==> config.mk <==
export PLATFORM = sky130hd
export DESIGN_NAME = mpsoc_rst_seq
export DESIGN_NICKNAME = d
export VERILOG_FILES = /design/src/rtl/mpsoc_rst_seq.sv
export SDC_FILE = /design/constraint.sdc
export NUM_CORES = 1
export LEC_CHECK = 0
export CAP_MARGIN = 20
export CORE_UTILIZATION = 40
export DETAILED_ROUTE_END_ITERATION = 16
export PLACE_DENSITY = 0.53
export SKIP_CTS_REPAIR_TIMING = 1
export SLEW_MARGIN = 5
export SYNTH_ARGS = -nofsm -noshare
export SYNTH_HDL_FRONTEND = slang
export SYNTH_SLANG_ARGS = --single-unit
==> constraint.sdc <==
create_clock -name clk_in -period 4.5 [get_ports clk_in]
set_input_delay 0.675 -clock clk_in [delete_from_list [all_inputs] [get_ports clk_in]]
set_output_delay 0.675 -clock clk_in [all_outputs]
set_load 0.01 [all_outputs]
==> src/rtl/mpsoc_rst_seq.sv <==
// Reset and boot-strap sequencer: synchronises and debounces board inputs, then sequences CPU/NoC reset release.
// Optional macro RST_SEQ_PLL_LOCK_EN: when defined, the FSM waits for PLL lock and falls back to WAIT_LOCK on lock loss.
module mpsoc_rst_seq #(
  parameter int DEBOUNCE_CYCLES = 500000,
  parameter int RST_HOLD_CYCLES = 1024
) (
  input  logic clk_in,
  input  logic rst_in,
  input  logic pll_locked_i,
  input  logic rst_btn_i,
  input  logic uart_switch_i,
  input  logic bootloader_i,
  output logic rst_o,
  output logic uart_switch_o,
  output logic bootloader_o,
  output logic ready_o
);

  localparam int DW = $clog2(DEBOUNCE_CYCLES + 1);
  localparam int HW = $clog2(RST_HOLD_CYCLES + 1);
  localparam logic [DW-1:0] DB_LAST   = DW'(DEBOUNCE_CYCLES - 1);
  localparam logic [HW-1:0] HOLD_LAST = HW'(RST_HOLD_CYCLES - 1);
  localparam int BTN  = 0;
  localparam int UART = 1;
  localparam int BOOT = 2;

  typedef enum logic [1:0] {
    WAIT_LOCK,
    HOLD,
    RUN
  } state_t;

  logic [2:0]    raw;
  logic [2:0]    sync1_q, sync1_d;
  logic [2:0]    sync2_q, sync2_d;
  logic [2:0]    db_q, db_d;
  logic [DW-1:0] db_cnt_q [3];
  logic [DW-1:0] db_cnt_d [3];
  logic          lock;

  state_t        state_q, state_d;
  logic [HW-1:0] hold_cnt_q, hold_cnt_d;
  logic          boot_q, boot_d;
  logic          rst_q, rst_d;
  logic          ready_q, ready_d;

  assign raw = {bootloader_i, uart_switch_i, rst_btn_i};

  // Debounced value only moves after DEBOUNCE_CYCLES consecutive disagreeing samples.
  always_comb begin
    sync1_d = raw;
    sync2_d = sync1_q;
    db_d    = db_q;
    for (int i = 0; i < 3; i++) begin
      db_cnt_d[i] = '0;
      if (sync2_q[i] != db_q[i]) begin
        if (db_cnt_q[i] == DB_LAST) begin
          db_d[i] = sync2_q[i];
        end else begin
          db_cnt_d[i] = db_cnt_q[i] + DW'(1);
        end
      end
    end
  end

  always_ff @(posedge clk_in) begin
    if (rst_in) begin
      sync1_q <= '0;
      sync2_q <= '0;
      db_q    <= '0;
      for (int i = 0; i < 3; i++) begin
        db_cnt_q[i] <= '0;
      end
    end else begin
      sync1_q <= sync1_d;
      sync2_q <= sync2_d;
      db_q    <= db_d;
      for (int i = 0; i < 3; i++) begin
        db_cnt_q[i] <= db_cnt_d[i];
      end
    end
  end

`ifdef RST_SEQ_PLL_LOCK_EN
  logic lock_s1_q, lock_s1_d;
  logic lock_s2_q, lock_s2_d;

  always_comb begin
    lock_s1_d = pll_locked_i;
    lock_s2_d = lock_s1_q;
  end

  always_ff @(posedge clk_in) begin
    if (rst_in) begin
      lock_s1_q <= 1'b0;
      lock_s2_q <= 1'b0;
    end else begin
      lock_s1_q <= lock_s1_d;
      lock_s2_q <= lock_s2_d;
    end
  end

  assign lock = lock_s2_q;
`else
  // Simulation builds without a PLL: lock is permanently asserted.
  logic unused_pll_locked;
  assign unused_pll_locked = pll_locked_i;
  assign lock = 1'b1;
`endif

  always_comb begin
    state_d    = state_q;
    hold_cnt_d = hold_cnt_q;
    boot_d     = boot_q;
    case (state_q)
      WAIT_LOCK: begin
        if (lock) begin
          state_d    = HOLD;
          hold_cnt_d = '0;
        end
      end
      HOLD: begin
        // A pressed button wins over the final count, so no capture happens.
        if (db_q[BTN]) begin
          hold_cnt_d = '0;
        end else if (hold_cnt_q == HOLD_LAST) begin
          state_d    = RUN;
          hold_cnt_d = '0;
          boot_d     = db_q[BOOT];
        end else begin
          hold_cnt_d = hold_cnt_q + HW'(1);
        end
      end
      RUN: begin
        if (!lock) begin
          state_d = WAIT_LOCK;
        end else if (db_q[BTN]) begin
          state_d    = HOLD;
          hold_cnt_d = '0;
        end
      end
      default: begin
        state_d    = WAIT_LOCK;
        hold_cnt_d = '0;
      end
    endcase
    rst_d   = (state_d != RUN);
    ready_d = (state_d == RUN);
  end

  always_ff @(posedge clk_in) begin
    if (rst_in) begin
      state_q    <= WAIT_LOCK;
      hold_cnt_q <= '0;
      boot_q     <= 1'b0;
      rst_q      <= 1'b1;
      ready_q    <= 1'b0;
    end else begin
      state_q    <= state_d;
      hold_cnt_q <= hold_cnt_d;
      boot_q     <= boot_d;
      rst_q      <= rst_d;
      ready_q    <= ready_d;
    end
  end

  assign rst_o         = rst_q;
  assign ready_o       = ready_q;
  assign uart_switch_o = db_q[UART];
  assign bootloader_o  = boot_q;

endmodule

======== Word level (Yosys, flattened, before mapping) ========
Memory sizes are Yosys's and may differ from the RTL's.
Index checks and enable logic that the tools add are counted.
cells by class
  add/subtract/negate cells ............... 4
  $mul .................................... 0
  divide/modulo/power cells ............... 0
  magnitude comparators ................... 0
  equality and inequality tests ........... 12
  shift-type cells ........................ 0
  muxes and demuxes ....................... 20
  bitwise gates (word level) .............. 4
  reductions and logical operators ........ 5
operators with widths
  cell                                                               number
  19-bit 2-to-1 mux                                                  9
  19-bit by 1-bit adder with 19-bit output, second input constant    3
  19-bit == test, second input constant                              3
  11-bit 2-to-1 mux                                                  3
  11-bit case mux with 2 select lines                                1
  11-bit by 1-bit adder with 11-bit output, second input constant    1
  11-bit by 10-bit == test with 1-bit output, second input constant  1
  2-bit 2-to-1 mux                                                   3
  2-bit case mux with 3 select lines                                 1
  2-bit AND reduction                                                3
  2-bit == test, second input constant                               2
  2-bit != test, second input constant                               2
  1-bit 2-to-1 mux                                                   3
  1-bit != test                                                      3
  1-bit bitwise OR                                                   3
  3-bit AND reduction                                                1
  2-bit by 1-bit == test with 1-bit output, second input constant    1
  2-bit zero test                                                    1
  1-bit NOT                                                          1
word-level totals
  bits in registers ....................... 25
  latch bits .............................. 0
  RAM bits ................................ 57
  bits in read-only memories .............. 0
  input port bits ......................... 6
  output and inout port bits .............. 4
  word-level logic and storage cells ...... 56
  memories kept ........................... 1
memories
  name      depth  bits a word  rd ports  clocked after memory_dff  write ports  RTL line  RTL
  db_cnt_q  3      19           3         0                         3            37        logic [DW-1:0] db_cnt_q [3];

======== Logic depth before layout (Yosys ltp) ========
Gate-level depths: netlist of the first run.
  word-level depth ........................ 5
  depth in mapped cells ................... 7
  mapped depth without buffers ............ 5

======== Worst setup path before layout of the first run ========
Ideal clock, no wire load.
  path type ............................... input -> register
  start point ............................. input port rst_in
  end point ............................... register hold_cnt_q[9]
  library setup time ...................... 0.074 ns
  data arrival time ....................... 1.757 ns
  required time ........................... 4.426 ns
  slack ................................... 2.669 ns
  cell stages on the path ................. 4
  cells stage by stage .................... or4b_1 a31oi_2 a21oi_1 o21ai_0
RTL lines
  element               RTL line  RTL
  start, declared       8         input logic rst_in,
  end signal, assigned  160       hold_cnt_q <= hold_cnt_d;
  end, declared         42        logic [HW-1:0] hold_cnt_q, hold_cnt_d;

==> results.txt, run 1 <==
The run finished with clean final reports. The final hold violation count is 0. The area share of the largest cell type after synthesis came out at 44.92%. During I/O placement, the number of pins put on the boundary was 10. The library cell with the largest summed area after synthesis is dfxtp_1.

After filler insertion, the fill cell instance count of the layout stands at 869. The actual transition at the worst max-transition pin is 0.6808 ns. The cell sitting at the root of the clock tree is a clkbuf_8. The worst clock skew came out at 0.01565 ns. Setup repair after global routing left no endpoint under its margin.

The instance area at placement came out at 3830 um2. The overall routed net length came out at 6611 um. Yosys mapped a number of flops with a built-in enable equal to 0. The utilization after layout is 46.59%.

The worst path required time came out at 4.76 ns. The placed wire-length estimate after detailed placement is 4527 um. The largest net degree at the start of global routing is 24. The path class of the tightest hold or removal check is register to register. The number of pins with negative max-slew slack in the final report is 0. The average size of a mapped cell is 8.914 um2.

The number of violations of the max-capacitance limit is 0. The worst path in the final design needs a cycle of 2.304 ns, including I/O delays and setup. During placement, the flow inserted port buffers numbering 8.

The first detailed-routing pass took 4 iterations. For this run, the leading register cell type out of synthesis is dfxtp_1. The total global routing track utilization came out at 14.88%.

The area added between synthesis and finish came out at 11.71%. The post-route fraction of the period consumed by the critical path came out at 51.21%. Sorting the synthesized cells by area gives the leading types as dfxtp_1, nor2_1, xor2_1. Detailed routing inserted a total of 2795 vias. The largest buffer count on any clock path is 2. The clock-pin transition on the worst setup and hold timing paths is 0.07 ns.

In this run the vertical extent of the chip is 97.59 um. The number of global-route vias before repair is 2610. The count of state elements after synthesis is 82. The number of antenna violations at the first check in global routing is 0. The number of warnings reported in the yosys synthesis log is 0.

The worst setup path is of the primary input to register kind. The power per unit of standard cell area is 346.6 nW/um2. The share of final-layout standard cells stronger than drive strength 1 came out at 7.311%. In this run the horizontal extent of the chip is 97.59 um.

After global routing the overflow that remains totals 0. The area taken by flip-flops and latches came out at 1642 um2. The net count after synthesis came out at 420.

The detail route stage leaves a number of antenna-violating nets equal to 0. The clock insertion delay at the later pin of the skew report is 0.34 ns. The standby leakage power came out at 1.265 nW.

The worst slack after detailed placement is 1.851 ns. The overall die area came out at 9523 um2. Dividing the detail-routed via count by the number of cells gives 5.254. The first global-routing pass estimated 11750 um of wire. The detailed-route DRC error count came out at 0. After detailed routing, the average wire length per cell comes to 12.43 um. The total non-filler cell area in the finished layout is 4083 um2. The TritonCTS buffer count came out at 9. STA classifies the critical path startpoint as a primary input. The worst-case IR drop observed on VDD is 0.1407 mV. The data arrival time of the critical path is 2.57 ns. The net count of the finished layout is 429. The final-report setup violation count came out at 0. STA classifies the critical path endpoint as a register.

TritonCTS built the clock tree. The area of the multi-input gates is 1917 um2. Adding up every negative setup slack in the final design gives 0 ns. The highest net fanout along the worst path is 23. Measured against its own limit, the worst slew margin works out to 54.58%. The number of cells produced by synthesis is 410. The maximum clock frequency is 0.4340 GHz.

The area of the mapped netlist is 3655 um2. The async set or reset register ratio after synthesis is 0%. Row generation in the floorplan step produced 34 rows. The count of unique library cells instantiated by Yosys came out at 53. The H-tree depth came out at 3.

The clock sink count is 82. The final setup slack of the worst path is 2.196 ns. The global placement routability congestion came out at 0.7921.

The number of violations reported at the end of detailed-routing iteration 0 is 64. The area of the core region is 8763 um2. The sequential share of the synthesized area is 44.92%.

The repair_antennas step left the layout with diodes totalling 0. The initial utilization of the core area, before any placement, comes to 41.70%.
==> per-stage QoR <==
step	power, mW	std cells	hold slack (ns)
floorplan	0.7666	410	0.4138
global placement	0.7750	515	0.4264
detailed placement	0.7760	516	0.4378
CTS	1.434	532	0.4560
global route	1.469	532	0.4695
finish	1.415	532	0.4514
==> final cells by class <==
class                   instances  share of cell area (%)
clock inverters                 4                   2.390
well taps                     108                   3.310
multi-input cells             306                   46.95
clock buffers                  12                   3.800
flip-flops and latches         82                   40.21
inverters                      10                  0.9194
repair buffers                 10                   2.421
==> state kept, by name, summed over array words and instances, names as in the netlist <==
register,cells
bootloader_o,1
db_cnt_q,57
db_q,3
hold_cnt_q,11
ready_o,1
rst_o,1
state_q,2
sync1_q,3
sync2_q,3
==> report_power, final <==
group | internal (mW) | switching, mW
Sequential | 0.730 | 0.00362
Combinational | 0.0109 | 0.0142
Clock | 0.400 | 0.257
==> per-layer routing <==
layer / vias to the layer above / global-route usage, % / wire length, um
met5: - / 0 / 0
met4: 0 / 6.448 / 107
met3: 9 / 2.806 / 113
met2: 18 / 22.54 / 2908
met1: 1298 / 20.58 / 3480
li1: 1470 / - / -
==> path summary, 6_finish.rpt <==
kind	from	endpoint	slack [ns]	cells past startpoint
hold reg to reg	db_cnt_q[0][38]$_SDFF_PP0_	db_cnt_q[0][38]$_SDFF_PP0_	0.45	1
setup / recovery	rst_in	hold_cnt_q[9]$_SDFFE_PP0P_	2.20	6
hold / removal	db_cnt_q[0][38]$_SDFF_PP0_	db_cnt_q[0][38]$_SDFF_PP0_	0.45	1
setup reg to reg	db_cnt_q[0][19]$_SDFF_PP0_	db_cnt_q[0][26]$_SDFF_PP0_	2.38	5
==> critical path, stage by stage <==
cell,delay [ns]
clkdlybuf4s50_1,0.39
buf_4,0.21
or4b_1,0.58
a31oi_2,0.43
a21oi_1,0.12
o21ai_0,0.16
==> cell usage in the layout (no fill, tap or decap), drive strengths merged, types with 5 or more instances in the layout <==
cell type      count
nand4             21
a21oi             17
or3               11
dfxtp             82
inv               10
o21ai             16
nor2b              9
nor4              12
and3               5
nand3             22
xnor2             21
and4               6
clkbuf            12
nand2             19
clkdlybuf4s50      8
xor2              24
nor2              59
nor3              11
nand2b             7
==> cells in the mapped netlist, types with 2 or more instances <==
cell type  instances
nor2b_1            9
nand4_1           19
o21ai_0           15
nor4_1            11
nor3_1            11
nor4b_1            3
nand2b_1           7
dfxtp_1           82
o31ai_1            4
nand2_1           19
or4_1              3
nor2_1            59
and4_1             5
or3_1             10
and3_1             5
buf_2              4
nand4_2            2
mux2i_1            3
a21oi_1           17
nor3b_1            2
o21a_1             3
inv_1             10
xnor2_1           21
nand3_1           22
or4b_1             3
xor2_1            24
or2_2              3
nand4b_1           2
ha_1               4
clkbuf_1           5
==> cells by family after synthesis <==
family          Yosys count  share of synthesized area, %
simple gates            203                         30.54
flops                    82                         44.92
compound gates           51                         8.936
xor+xnor                 45                         10.78
buf+inv                  22                         2.636
fa+ha+maj                 4                         1.369
mux                       3                        0.8217
Power figures use the tool's default switching activity.
==> run 2, diff against run 1 <==
--- a/config.mk
+++ b/config.mk
@@ -8,7 +8,7 @@
 export CAP_MARGIN = 20
 export CORE_UTILIZATION = 40
 export DETAILED_ROUTE_END_ITERATION = 16
-export PLACE_DENSITY = 0.53
+export PLACE_DENSITY = 0.55
 export SKIP_CTS_REPAIR_TIMING = 1
 export SLEW_MARGIN = 5
 export SYNTH_ARGS = -nofsm -noshare
==> constraint.sdc (replaced) <==
create_clock -name clk_in -period 1.85 [get_ports clk_in]
set_input_delay 0.2775 -clock clk_in [delete_from_list [all_inputs] [get_ports clk_in]]
set_output_delay 0.2775 -clock clk_in [all_outputs]
set_load 0.01 [all_outputs]
==> run 2 against run 1 <==
Against the previous run:
- flip-flop and latch count did not move
- final cell count rose by 5.8%
- hold slack got worse by 0.0072 ns
- register-to-register slack got worse by 2.3 ns
- combinational power rose to 3.1 times the previous value
- power rose by 130%
- clock-buffer cell count fell by 1
- critical path type is now register to register
- largest cell class unchanged
- highest routed layer unchanged
==> results.txt, run 2 (synthesized netlist as in run 1, its figures left out) <==
The number of cell rows is 34 (unchanged). The clock period minus worst slack is 1.781 ns. The clock sink count was 82 (unchanged). The largest net degree at the start of global routing came out at 23 (-4.2%). The area added between synthesis and finish came out at 17.97%.

The maximum clock frequency is 0.5615 GHz. The largest buffer count on any clock path is 2 (unchanged). The initial core utilization is 41.70% (unchanged). The final cell count without fillers was 563 (+5.8%).

The delay of the slowest cell on the worst path was 0.58 ns (about the same). The final hold slack is 0.4441 ns (-0.007238 ns). The total non-filler cell area in the finished layout is 4312 um2 (+5.6%). The count of pins on the block boundary is 10 (unchanged). The number of antenna violations at the first check in global routing was 0 (unchanged).

The count of buffers from port buffering was 8 (unchanged). The signal on the critical path passes through ha_1 -> nand4_1 -> or4_4 -> or3_1 -> a21oi_1. In this run the worst setup path begins at db_cnt_q[0][38]$_SDFF_PP0_. The area of the core region came to 8763 um2 (unchanged). The number of pins with negative max-slew slack in the final report was 0 (unchanged).

The flip-flop count of the largest register, all copies and words added came out at 57 (unchanged). The library cell used most frequently in the layout, excluding fill and tap cells, is dfxtp_1. The maximum vdd drop came out at 0.4577 mV (+230%).

The global placement routability congestion is 0.7761 (-2.0%). The standby leakage power is 1.415 nW (+12%). The run finished with clean final reports.

The worst slack after detailed placement is -0.07033 ns (-1.921 ns). The highest net fanout along the worst path is 4 (-83%). Dividing the final minimum period by the clock period gives 96.26%. The clock-pin transition on the worst setup and hold timing paths is 0.08 ns (about the same).

The worst path required time is 2.13 ns (-2.63 ns). The final setup TNS is 0 ns (unchanged). Setup repair after global routing left no endpoint under its margin. The placed wire-length estimate after detailed placement came out at 5026 um (+11%).

The actual transition at the worst max-transition pin is 0.7271 ns (+0.04627 ns). The total of fill cells in the finished design came out at 858 (-1.3%). The y dimension of the die came to 97.59 um (unchanged). The chip width is 97.59 um (unchanged).

The share of final-layout standard cells stronger than drive strength 1 came to 14.07% (+6.8 points). The number of violations reported at the end of detailed-routing iteration 0 came to 46 (-28%). The TritonCTS buffer count was 9 (unchanged). The worst max-slew margin expressed relative to the limit is 51.16% (-3.4 points).

The count of nets left with antenna violations after detail routing came out at 0 (unchanged). The detailed-route DRC error count came out at 0 (unchanged). The number of global-route vias before repair is 2802 (+7.4%).

The final-report setup violation count was 0 (unchanged). The overall routed net length came out at 7070 um (+6.9%). The number of placed instances, taps included came out at 547 (+6.0%). The cell chosen for the clock root is clkbuf_8. The total number of vias is 2907 (+4.0%). The startpoint of the worst register-to-register path is db_cnt_q[0][38]$_SDFF_PP0_. The slowest stage of the critical path is the or4_4 cell. The largest register by flop count is db_cnt_q. The final hold violation count came to 0 (unchanged). The instance area at placement came out at 4084 um2 (+6.6%).

The area of the multi-input gates came out at 1926 um2 (+0.46%). The first-pass GRT wire length is 12480 um (+6.2%). The total global routing track utilization is 15.85% (+0.98 points). The worst clock skew is 0.01075 ns (-0.004903 ns). The number of detailed-route iterations in the first pass came out at 4 (unchanged). STA classifies the critical path startpoint as a register.

The overall power is 3.283 mW (+130%). The number of antenna cells inserted was 0 (unchanged). In the final layout, the registers with the most flip-flops are db_cnt_q (57), hold_cnt_q (11). The power per unit of standard cell area is 761.5 nW/um2 (+120%). The library cells used most frequently in the layout, excluding fill and tap cells, are dfxtp_1, nor2_1, buf_4, xor2_1, nand3_1. The H-tree depth is 3 (unchanged). The area taken by flip-flops and latches came to 1643 um2 (about the same). The worst hold path belongs to the class register to register.

The overall overflow remaining after global route is 0 (unchanged). The class of the most critical setup path is register to register. The overall die area is 9523 um2 (unchanged). The data arrival time of the critical path is 2.06 ns (-0.51 ns). STA classifies the critical path endpoint as a register. The number of violations of the max-capacitance limit is 0 (unchanged). The startpoint identified for the worst hold timing path is sync1_q[2]$_SDFF_PP0_. The average wire per standard cell was 12.56 um (+1.1%). The final setup slack of the worst path is 0.06916 ns (-2.127 ns). The CTS tree is built. The via density per instance came out at 5.163 (-1.7%). The utilization after layout was 49.20% (+2.6 points). The clock insertion delay at the later pin of the skew report is 0.35 ns (about the same). The count of nets after finishing is 460 (+7.2%).
[run 2: final timing paths]
check / depth (start not counted) / slack, ns / end
max: 5 / 0.07 / db_cnt_q[0][56]$_SDFF_PP0_
min: 1 / 0.44 / sync2_q[2]$_SDFF_PP0_
max reg2reg: 5 / 0.07 / db_cnt_q[0][56]$_SDFF_PP0_
min reg2reg: 1 / 0.44 / sync2_q[2]$_SDFF_PP0_
[run 2: routing by layer]
layer,wire (um),vias up,GRT usage (%)
met4,98,0,7.353
met5,0,-,0
met3,146,8,2.662
met1,3628,1336,20.15
met2,3197,27,26.14
li1,-,1536,-
[run 2: report_power, final]
group / switching (mW) / internal, mW / leakage, nW
combinational: 0.0398 / 0.0382 / 0.643
sequential: 0.00690 / 1.77 / 0.663
clock: 0.652 / 0.772 / 0.108
total: 0.699 / 2.58 / 1.41
[run 2: final cells by class]
class,count,share of cell area (%)
Clock buffer,11,3.047
Tap cell,108,3.134
Timing Repair Buffer,41,8.183
Sequential cell,82,38.10
Inverter,10,0.8706
Multi-Input combinational cell,306,44.66
Clock inverter,5,2.002
[run 2: critical path, delay by kind of cell, from the launching register on]
kind | cells | cell delay [ns]
AND/OR/NAND/NOR | 3 | 1.06
adder cells (fa/ha/maj) | 1 | 0.17
AO/OA/AOI/OAI | 1 | 0.13
flip-flops | 1 | 0.34
==> run 3, diff against run 2 <==
--- a/config.mk
+++ b/config.mk
@@ -6,9 +6,9 @@
 export NUM_CORES = 1
 export LEC_CHECK = 0
 export CAP_MARGIN = 20
-export CORE_UTILIZATION = 40
+export CORE_UTILIZATION = 45
 export DETAILED_ROUTE_END_ITERATION = 16
-export PLACE_DENSITY = 0.55
+export PLACE_DENSITY = 0.61
 export SKIP_CTS_REPAIR_TIMING = 1
 export SLEW_MARGIN = 5
 export SYNTH_ARGS = -nofsm -noshare
==> run 3 against run 2 <==
Against the previous run:
- via count increased by 0.21%
- critical path type unchanged
- sequential power hardly changed
- largest cell class unchanged
- largest power group unchanged
- die area fell by 11%
- power down 8.3%
==> results.txt, run 3 (synthesized netlist as in run 1, its figures left out) <==
The area added between synthesis and finish came out at 16.50%. The first-pass GRT wire length was 12410 um (-0.55%). The class of the most critical setup path is register to register.

The clock period minus worst slack is 1.737 ns (-0.04414 ns). The number of antenna violations at the first check in global routing came to 0 (unchanged). The data arrival time of the critical path is 2.03 ns (-0.03 ns). The largest buffer count on any clock path is 2 (unchanged). The power per unit of standard cell area is 707.2 nW/um2 (-7.1%).

The actual transition at the worst max-transition pin was 0.6337 ns (-0.09336 ns). The chip width came out at 92.12 um (-5.6%). The global placement routability congestion came to 0.7875 (+1.5%). The overall overflow remaining after global route came out at 0 (unchanged). The count of buffers from port buffering is 8 (unchanged). The final hold violation count is 0 (unchanged).

The total global routing track utilization came out at 18.22% (+2.4 points). The signal on the critical path passes through ha_1 -> nand4_2 -> or3_1 -> or4_1 -> a21oi_1. The total of fill cells in the finished design is 776 (-9.6%). The worst clock skew came to 0.008039 ns (-0.002709 ns). The clock insertion delay at the later pin of the skew report came to 0.35 ns (about the same). The CTS tree is built. The maximum vdd drop came out at 0.4372 mV (-4.5%). The overall die area came to 8486 um2 (-11%).

The slowest stage of the critical path belongs to the cell or4_1. The clock-pin transition on the worst setup and hold timing paths is 0.08 ns (about the same). Setup repair after global routing left no endpoint under its margin. In the layout the commonest cells are dfxtp_1, nor2_1, buf_4, xor2_1, nand3_1. The worst max-slew margin expressed relative to the limit came out at 57.43% (+6.3 points). The portion of total power attributed to the clock network is 38.5% (-4.9 points). Broken down by cell family, the worst path's largest delay share belongs to simple AND/OR/NAND/NOR gates. The worst slack after detailed placement is -0.07690 ns (-0.006574 ns). The tightest min-delay check is of the register to register type. The via density per instance came out at 5.211 (+0.92%). The y dimension of the die came to 92.12 um (-5.6%).

The worst-case register-to-register setup slack came to 0.11 ns (+0.04 ns). The final setup slack of the worst path is 0.1133 ns (+0.04414 ns). The cell chosen for the clock root is clkbuf_8. The number of buffer and inverter instances along the worst setup path came out at 0 (unchanged). The worst path required time came out at 2.14 ns (about the same).

The area of the core region was 7807 um2 (-11%). The switching portion of total power came out at 21.54% (+0.25 points). The average wire per standard cell came out at 12.37 um (-1.5%). The initial core utilization came out at 46.81% (+5.1 points). The power dissipated by switching net loads came out at 0.6486 mW (-7.2%).

The flow ran to the end, and the final reports show no timing, DRC or antenna violations. The largest net degree at the start of global routing is 23 (unchanged). The count of pins on the block boundary was 10 (unchanged).

The critical path capture point type is a register. The clock sink count came out at 82 (unchanged). The instance area at placement came out at 4079 um2 (-0.12%). The part of the power in combinational logic is 2.4% (about the same). The leading cell type in the layout, fill and taps excluded is dfxtp_1. The share of final-layout standard cells stronger than drive strength 1 is 13.79% (-0.28 points). The number of global-route vias before repair came out at 2847 (+1.6%). The detailed-route DRC error count came out at 0 (unchanged). The total non-filler cell area in the finished layout is 4258 um2 (-1.2%).

The delay of the slowest cell on the worst path came to 0.41 ns (-0.17 ns). The number of antenna cells inserted is 0 (unchanged). The post-route fraction of the period consumed by the critical path is 93.88% (-2.4 points).

The count of nets after finishing came out at 463 (+0.65%). The H-tree depth came out at 3 (unchanged). The largest registers in the layout are db_cnt_q (57), hold_cnt_q (11). The internal power came out at 2.363 mW (-8.6%).

The standby leakage power is 1.400 nW (-1.0%). The TritonCTS buffer count is 9 (unchanged). The number of pins with negative max-slew slack in the final report was 0 (unchanged). The number of cell rows is 32 (-5.9%). The number of detailed-route iterations in the first pass is 4 (unchanged). The number of violations of the max-capacitance limit came out at 0 (unchanged).

The maximum clock frequency came out at 0.5758 GHz (+2.5%). The largest register by flop count is db_cnt_q. The number of violations reported at the end of detailed-routing iteration 0 came out at 82 (+78%). The final-report setup violation count came out at 0 (unchanged).

The sequential fraction of design power is 59.2% (+4.9 points). The overall routed net length came out at 6914 um (-2.2%). The worst setup path is launched from a register.

The count of nets left with antenna violations after detail routing was 0 (unchanged). The total number of vias is 2913 (+0.21%). The highest net fanout along the worst path is 4 (unchanged).

The placed wire-length estimate after detailed placement is 4941 um (-1.7%). The flip-flop count of the largest register, all copies and words added came out at 57 (unchanged). The final setup TNS is 0 ns (unchanged).
==> run 3: cell types whose count changed in the layout (fill, tap and decap cells not counted), sizes merged <==
cell      delta
buf          +3
bufinv       -2
clkbuf       +2
clkinv       -1
clkinvlp     +1
inv          -1
==> run 3: area by class of cell <==
class                      instances  area (um2)  area share [%]
clock buffer                      13       158.9           3.732
clock inverter                     2       12.51          0.2939
inverter                          10       37.54          0.8816
multi-input combinational        306        1917           45.02
sequential                        82        1642           38.55
tap                              102       127.6           2.997
timing repair buffer              44       362.8           8.522
==> run 3: power groups by stage <==
stage                     Combinational, mW  Clock, mW  Sequential, mW
after floorplan                      0.0420          0            1.82
after global placement               0.0712          0            1.82
after detailed placement             0.0723          0            1.82
after CTS                            0.0724       1.21            1.78
after global routing                 0.0816       1.29            1.78
final                                0.0708       1.16            1.78
==> run 3: stage by stage <==
| stage | utilization [%] | cells | power, mW | hold slack, ns |
|---|---|---|---|---|
| 2_1_floorplan | - | 410 | 1.865 | 0.4057 |
| 3_3_place_gp | 52.24 | 543 | 1.895 | 0.4289 |
| 3_5_place_dp | 52.24 | 543 | 1.896 | 0.4367 |
| 4_1_cts | 54.44 | 558 | 3.067 | 0.4487 |
| 5_1_grt | 54.54 | 559 | 3.155 | 0.4538 |
| 6_report | 54.54 | 559 | 3.011 | 0.4470 |
==> run 3: path summary, 6_finish.rpt <==
| check | start | to | cells after the start |
|---|---|---|---|
| max | db_cnt_q[0][0]$_SDFF_PP0_ | db_cnt_q[0][18]$_SDFF_PP0_ | 5 |
| min | sync1_q[2]$_SDFF_PP0_ | sync2_q[2]$_SDFF_PP0_ | 1 |
| max reg2reg | db_cnt_q[0][0]$_SDFF_PP0_ | db_cnt_q[0][18]$_SDFF_PP0_ | 5 |
| min reg2reg | sync1_q[2]$_SDFF_PP0_ | sync2_q[2]$_SDFF_PP0_ | 1 |
==> run 3: per-layer routing <==
metal / track usage (%) / vias up / share of wire, %
met1: 22.70 / 1337 / 49
li1: - / 1545 / -
met2: 29.73 / 24 / 47
met3: 4.561 / 7 / 2.5
met4: 7.943 / 0 / 1.1
met5: 0 / - / 0
